$ cat src/rtl/alu_pkg.sv
// Shared definitions for the alu engine and its command issuer.
//   OP_ADD / OP_MUL : the two opcodes the ALU implements
//   ADDR_W / DATA_W : memory word address and data widths
//   issuer_state_t  : issuer FSM states
//   is_legal_op     : true for opcodes the ALU implements
package alu_pkg;

   localparam logic [7:0] OP_ADD = 8'h05;
   localparam logic [7:0] OP_MUL = 8'h06;
   localparam int         OP_W   = 8;
   localparam int         ADDR_W = 20;
   localparam int         DATA_W = 16;
   localparam int         CMD_W  = OP_W + ADDR_W;

   typedef enum logic [1:0] {
      IDLE  = 2'd0,
      ISSUE = 2'd1,
      WAIT  = 2'd2
   } issuer_state_t;

   function automatic logic is_legal_op(input logic [7:0] op);
      return (op == OP_ADD) || (op == OP_MUL);
   endfunction

endpackage

$ cat src/rtl/alu_issuer_fifo.sv
// Synchronous command FIFO for alu_issuer.
//   clk, rst_n : clock, async active-low reset (pointers only)
//   i_push     : write i_wdata (ignored when full)
//   i_pop      : drop head entry (ignored when empty)
//   o_rdata    : head entry
//   o_full     : no free entry
//   o_empty    : no valid entry
// Pointers carry one extra wrap bit so full and empty are distinguishable.
module alu_issuer_fifo #(
   parameter int DEPTH = 4,
   parameter int WIDTH = 28
) (
   input  logic             clk,
   input  logic             rst_n,
   input  logic             i_push,
   input  logic [WIDTH-1:0] i_wdata,
   input  logic             i_pop,
   output logic [WIDTH-1:0] o_rdata,
   output logic             o_full,
   output logic             o_empty
);

   localparam int          AW      = $clog2(DEPTH);
   localparam logic [AW:0] PTR_ONE = (AW+1)'(1);

   logic [WIDTH-1:0] r_mem [DEPTH];
   logic [AW:0]      r_wr_ptr;
   logic [AW:0]      r_rd_ptr;
   logic             w_do_push;
   logic             w_do_pop;

   assign w_do_push = i_push && !o_full;
   assign w_do_pop  = i_pop && !o_empty;

   assign o_empty = (r_wr_ptr == r_rd_ptr);
   assign o_full  = (r_wr_ptr[AW] != r_rd_ptr[AW]) &&
                    (r_wr_ptr[AW-1:0] == r_rd_ptr[AW-1:0]);
   assign o_rdata = r_mem[r_rd_ptr[AW-1:0]];

   always_ff @(posedge clk or negedge rst_n) begin
      if (!rst_n) begin
         r_wr_ptr <= '0;
         r_rd_ptr <= '0;
      end else begin
         if (w_do_push) r_wr_ptr <= r_wr_ptr + PTR_ONE;
         if (w_do_pop)  r_rd_ptr <= r_rd_ptr + PTR_ONE;
      end
   end

   // Storage needs no reset; the pointers define what is valid.
   always_ff @(posedge clk) begin
      if (w_do_push) r_mem[r_wr_ptr[AW-1:0]] <= i_wdata;
   end

endmodule

$ cat src/rtl/alu_issuer.sv
// Command initiator for the alu operand/write-back engine.
//   clk, rst_n            : clock, async active-low reset
//   cmd_valid/cmd_ready   : command handshake (cmd_ready = FIFO not full)
//   cmd_opcode, cmd_addr  : command payload
//   alu_start/opcode/addr : registered ALU request; addr held until WAIT exits
//   alu_ready             : ALU idle
//   busy                  : FSM active or commands queued
//   done, done_count      : completion pulse and wrapping count
//   err, err_count        : rejected-opcode pulse and count
// Optional macro ALU_ISSUER_OPCHK_EN: drop commands whose opcode is not
// add/multiply and report them on err/err_count (tied 0 otherwise).
//
// state | meaning
// IDLE  | waiting for a queued command and an idle ALU
// ISSUE | alu_start high; ALU samples it at the next edge
// WAIT  | ALU reading/writing at alu_addr; exit on alu_ready
module alu_issuer
   import alu_pkg::*;
#(
   parameter int DEPTH = 4,
   parameter int CNT_W = 16
) (
   input  logic              clk,
   input  logic              rst_n,
   input  logic              cmd_valid,
   output logic              cmd_ready,
   input  logic [OP_W-1:0]   cmd_opcode,
   input  logic [ADDR_W-1:0] cmd_addr,
   output logic              alu_start,
   output logic [OP_W-1:0]   alu_opcode,
   output logic [ADDR_W-1:0] alu_addr,
   input  logic              alu_ready,
   output logic              busy,
   output logic              done,
   output logic [CNT_W-1:0]  done_count,
   output logic              err,
   output logic [CNT_W-1:0]  err_count
);

   issuer_state_t     r_state;
   issuer_state_t     w_next;
   logic              w_pop;
   logic              w_done_set;
   logic              w_full;
   logic              w_empty;
   logic [CMD_W-1:0]  w_head;
   logic              w_accept;
   logic              w_push;
   logic              r_start;
   logic [OP_W-1:0]   r_opcode;
   logic [ADDR_W-1:0] r_addr;
   logic              r_done;
   logic [CNT_W-1:0]  r_done_count;

   assign w_accept  = cmd_valid && !w_full;
   assign cmd_ready = !w_full;

   alu_issuer_fifo #(
      .DEPTH (DEPTH),
      .WIDTH (CMD_W)
   ) u_fifo (
      .clk     (clk),
      .rst_n   (rst_n),
      .i_push  (w_push),
      .i_wdata ({cmd_opcode, cmd_addr}),
      .i_pop   (w_pop),
      .o_rdata (w_head),
      .o_full  (w_full),
      .o_empty (w_empty)
   );

   always_ff @(posedge clk or negedge rst_n) begin
      if (!rst_n) r_state <= IDLE;
      else        r_state <= w_next;
   end

   always_comb begin
      w_next     = r_state;
      w_pop      = 1'b0;
      w_done_set = 1'b0;
      case (r_state)
         IDLE: begin
            if (!w_empty && alu_ready) begin
               w_pop  = 1'b1;
               w_next = ISSUE;
            end
         end
         ISSUE: w_next = WAIT;
         WAIT: begin
            if (alu_ready) begin
               w_done_set = 1'b1;
               w_next     = IDLE;
            end
         end
         default: w_next = IDLE;
      endcase
   end

   // The opcode/address registers load only on pop, so they stay put
   // from ISSUE through the edge that leaves WAIT.
   always_ff @(posedge clk or negedge rst_n) begin
      if (!rst_n) begin
         r_start      <= 1'b0;
         r_opcode     <= '0;
         r_addr       <= '0;
         r_done       <= 1'b0;
         r_done_count <= '0;
      end else begin
         r_start <= w_pop;
         r_done  <= w_done_set;
         if (w_pop) begin
            r_opcode <= w_head[CMD_W-1:ADDR_W];
            r_addr   <= w_head[ADDR_W-1:0];
         end
         if (w_done_set) r_done_count <= r_done_count + CNT_W'(1);
      end
   end

   assign alu_start  = r_start;
   assign alu_opcode = r_opcode;
   assign alu_addr   = r_addr;
   assign done       = r_done;
   assign done_count = r_done_count;
   assign busy       = (r_state != IDLE) || !w_empty;

`ifdef ALU_ISSUER_OPCHK_EN
   logic             r_err;
   logic [CNT_W-1:0] r_err_count;
   logic             w_illegal;

   assign w_illegal = !is_legal_op(cmd_opcode);
   // Illegal commands complete the handshake but never enter the FIFO.
   assign w_push    = w_accept && !w_illegal;

   always_ff @(posedge clk or negedge rst_n) begin
      if (!rst_n) begin
         r_err       <= 1'b0;
         r_err_count <= '0;
      end else begin
         r_err <= w_accept && w_illegal;
         if (w_accept && w_illegal) r_err_count <= r_err_count + CNT_W'(1);
      end
   end

   assign err       = r_err;
   assign err_count = r_err_count;
`else
   assign w_push    = w_accept;
   assign err       = 1'b0;
   assign err_count = '0;
`endif

endmodule

$ cat config.mk
export PLATFORM = sky130hd
export DESIGN_NAME = alu_issuer
export DESIGN_NICKNAME = d
export VERILOG_FILES = /design/src/rtl/alu_pkg.sv /design/src/rtl/alu_issuer_fifo.sv /design/src/rtl/alu_issuer.sv
export SDC_FILE = /design/constraint.sdc
export NUM_CORES = 1
export LEC_CHECK = 0
export CORE_MARGIN = 1
export CORE_UTILIZATION = 40
export CTS_CLUSTER_SIZE = 40
export DETAILED_ROUTE_END_ITERATION = 8
export PLACE_DENSITY_LB_ADDON = 0.1
export SETUP_SLACK_MARGIN = 0.5
export SKIP_LAST_GASP = 1
export SLEW_MARGIN = 20
export SYNTH_ARGS = -nofsm -noshare
export SYNTH_HDL_FRONTEND = slang
export SYNTH_HIERARCHICAL = 1
export SYNTH_SLANG_ARGS = --single-unit
$ cat constraint.sdc
create_clock -name clk -period 3.3 [get_ports clk]
set_clock_uncertainty 0.1 [all_clocks]
set_input_delay 0.33 -clock clk [delete_from_list [all_inputs] [get_ports clk]]
set_output_delay 0.33 -clock clk [all_outputs]
set_load 0.03 [all_outputs]
==> flow_metrics.env <==
export IMPL_num_io_pins=97
export IMPL_reg2reg_from="u_fifo/r_rd_ptr[1]$_DFFE_PN0P_"
export IMPL_cp_max_fo=18
export IMPL_tns_ns=0
export IMPL_postCtsSetupRepairBufs=0
export IMPL_viasPerCell=4.85
export IMPL_clk_latency_ns=0.42
export IMPL_crit_arrival_ns=2.22
export IMPL_grt_pass1_vias=3431
export IMPL_synthCells=349
export IMPL_drtPass1Iterations=4
export IMPL_slew_violations=0
export IMPL_fp_dieW_um=131
export IMPL_hold_viol=0
export IMPL_areaGrowthSynthToFinish_pct=25.6
export IMPL_insertedDiodeCount=0
export IMPL_ys_warn_count=6
export IMPL_max_cap_violations=0
export IMPL_synth_seq_cells=166
export IMPL_rows=46
export IMPL_fillers=1303
export IMPL_power_density_mw_per_mm2=966
export IMPL_synth_edf_count=112
export IMPL_remaining_drc_errors=0
export IMPL_dp_slack_ns=0.588
export IMPL_period_share_pct=80.3
export IMPL_final_nets=482
export IMPL_worst_pin_slew_ns=0.689
export IMPL_r2r_end="u_fifo/r_mem[2][0]$_DFFE_PP_"
export IMPL_stdcell_count=673
export IMPL_setup_violations=0
export IMPL_synth_commonest_cells="112 x edfxtp_1, 54 x dfrtp_1, 29 x mux2_2"
export IMPL_drt_initial_drc_count=174
export IMPL_worst_setup_path_end_kind="primary output"
export IMPL_root_buffer="clkbuf_16"
export IMPL_hp_class="in2async"
export IMPL_dieArea_mm2=0.0171
export IMPL_layout_min_cycle_time_ns=2.65
export IMPL_dr_total_vias=3265
export IMPL_dp_cells=640
export IMPL_synth_avg_cell_area_um2=19.0
export IMPL_max_clock_freq_mhz=378
export IMPL_grtUsageTotal_pct=16.0
export IMPL_htree_levels=4
export IMPL_dieHeight_um=131
export IMPL_syn_area_mm2=0.00663
export IMPL_synth_area_leaders="edfxtp_1 51%, dfrtp_1 20%, mux4_2 8.5%, mux2_2 4.9%, buf_4 2.3%"
export IMPL_wirelength_um=12100
export IMPL_overflow=0
export IMPL_grt_pass1_wl_um=19200
export IMPL_routedWlPerCell_um=17.9
export IMPL_worst_r2r_cell_count=6
export IMPL_grt_antenna_before_repair=0
export IMPL_clk_path_buf_depth=2
export IMPL_rrSetupSlack_ns=0.68
export IMPL_clk_pin_slew_ns=0.06
export IMPL_synth_top_area_share_pct=50.7
export IMPL_ys_flop_type="edfxtp_1"
export IMPL_path_class="reg2out"
export IMPL_gp_congestion=0.718
export IMPL_yosysMostFrequentCell="edfxtp_1"
export IMPL_hpwlAfterDp_um=7650
export IMPL_setup_ws_ns=0.651
export IMPL_core_mm2=0.0161
export IMPL_drive_gt1_share_pct=24.9
export IMPL_synth_async_reset_ratio_pct=32.5
export IMPL_rsz0062_at_grt="false"
export IMPL_cts_buffers=17
export IMPL_ys_seq_area_share_pct=71.1
export IMPL_ir_worst_vdd_uv=504
export IMPL_grt_start_max_net_pins=34
export IMPL_synth_cell_type_count=41
export IMPL_initial_utilization_pct=41.3
export IMPL_yosys_area_top_type="edfxtp_1"
export IMPL_status="finished clean"
export IMPL_leakagePower_nw=3.00
export IMPL_cts_sink_count=166
export IMPL_required_ns=2.87
export IMPL_cts_tree="built"
export IMPL_antenna_left=0
export IMPL_maxSlewHeadroom_pct=54.1
export IMPL_cp_start_kind="flop"
export IMPL_io_buffers=79
## layout make-up
cell class | instances | area [µm²] | area share, %
Sequential cell | 166 | 4720 | 56.7
Multi-Input combinational cell | 159 | 1780 | 21.4
Timing Repair Buffer | 89 | 903 | 10.8
Clock buffer | 21 | 460 | 5.53
Tap cell | 216 | 270 | 3.25
Clock inverter | 11 | 151 | 1.82
Inverter | 11 | 41.3 | 0.496
## worst max-delay path, cell delays in order, from the launching register on
cell,delay [ns]
dfrtp_4,0.62
xor2_2,0.34
nor3_4,0.09
nand2_1,0.08
clkdlybuf4s50_1,0.66
## logic make-up after synthesis
| family | synth area share [%] |
|---|---|
| DFF | 71.1 |
| muxes | 14.8 |
| and+or+nand+nor | 3.79 |
| buffers and inverters | 3.85 |
| xor gates and xnor gates | 3.79 |
| AOI/OAI and AO/OA | 1.53 |
| adders and majority gates | 1.13 |
| other | 0.0565 |
## per-layer routing
metal / global-route usage [%] / vias to the layer above / part of all wire [%]
li1: - / 1488 / -
met1: 19.9 / 1683 / 43
met2: 25.8 / 78 / 51
met3: 5.25 / 16 / 4.0
met4: 6.42 / 0 / 1.7
met5: 0 / - / 0
## worst max-delay path by stage
stage | startpoint | endpoint | slack, ns
after global routing | u_fifo/r_rd_ptr[1]$_DFFE_PN0P_ | u_fifo/r_mem[2][2]$_DFFE_PP_ | 0.48
after CTS | u_fifo/r_rd_ptr[1]$_DFFE_PN0P_ | busy | 0.47
final | u_fifo/r_rd_ptr[1]$_DFFE_PN0P_ | busy | 0.65
after global placement | u_fifo/r_rd_ptr[1]$_DFFE_PN0P_ | u_fifo/r_mem[2][0]$_DFFE_PP_ | 0.75
after detailed placement | u_fifo/r_rd_ptr[1]$_DFFE_PN0P_ | u_fifo/r_mem[2][0]$_DFFE_PP_ | 0.59
after floorplan | u_fifo/r_wr_ptr[0]$_DFFE_PN0P_ | u_fifo/r_mem[0][0]$_DFFE_PP_ | 0.88
## state kept, by name (all words and copies together) (netlist names), 2 cells and up
| signal | flops |
|---|---|
| done_count | 16 |
| alu_addr | 20 |
| r_state | 2 |
| alu_opcode | 8 |
| u_fifo/r_mem | 112 |
| u_fifo/r_wr_ptr | 3 |
| u_fifo/r_rd_ptr | 3 |
## placed cells by master, fill, tap and decap left out, types with 2 or more instances in the layout
cell type and n:
nor3_1 6, nand2b_1 3, buf_12 3, dfrtp_1 52, nand3_2 3, clkdlybuf4s50_1 77
nand2_1 8, ha_1 6, mux4_2 25, clkinv_4 2, xnor2_4 2, clkbuf_8 2
mux4_1 3, edfxtp_1 112, xnor2_1 11, buf_4 6, xor2_2 2, clkbuf_1 2
xor2_1 7, inv_1 11, mux2_2 29, and3_2 3, conb_1 17, nor4_1 2
o31ai_1 5, clkinvlp_4 4, nor2_1 4, a211oi_1 2, a21oi_1 4, clkbuf_16 17
bufinv_16 3
## stage by stage
stage                     hold WS, ns  total power, mW  util, %  area [µm²]
after global placement          0.321             5.98     47.6        7650
after floorplan               -0.0656             5.07        -        6690
after detailed placement        0.315             6.03     47.6        7650
after CTS                       0.399             8.11     51.6        8290
after global routing            0.416             8.49     51.9        8330
final                           0.387             8.04     51.9        8330
## power by group
part,switching (mW),leakage (nW),internal [mW]
clock network,0.781,0.286,1.23
registers,0.343,1.66,2.86
logic,1.49,1.05,1.34
total,2.61,3.00,5.43
## timing repair
action / in CTS / in global routing
gates cloned: 0 / 0
setup endpoints to repair: 2 / 33
hold buffers: 1 / 0
hold endpoints to repair: 26 / 0
resized for setup: 2 / 6
No activity file was read; power rests on OpenSTA's default activity.
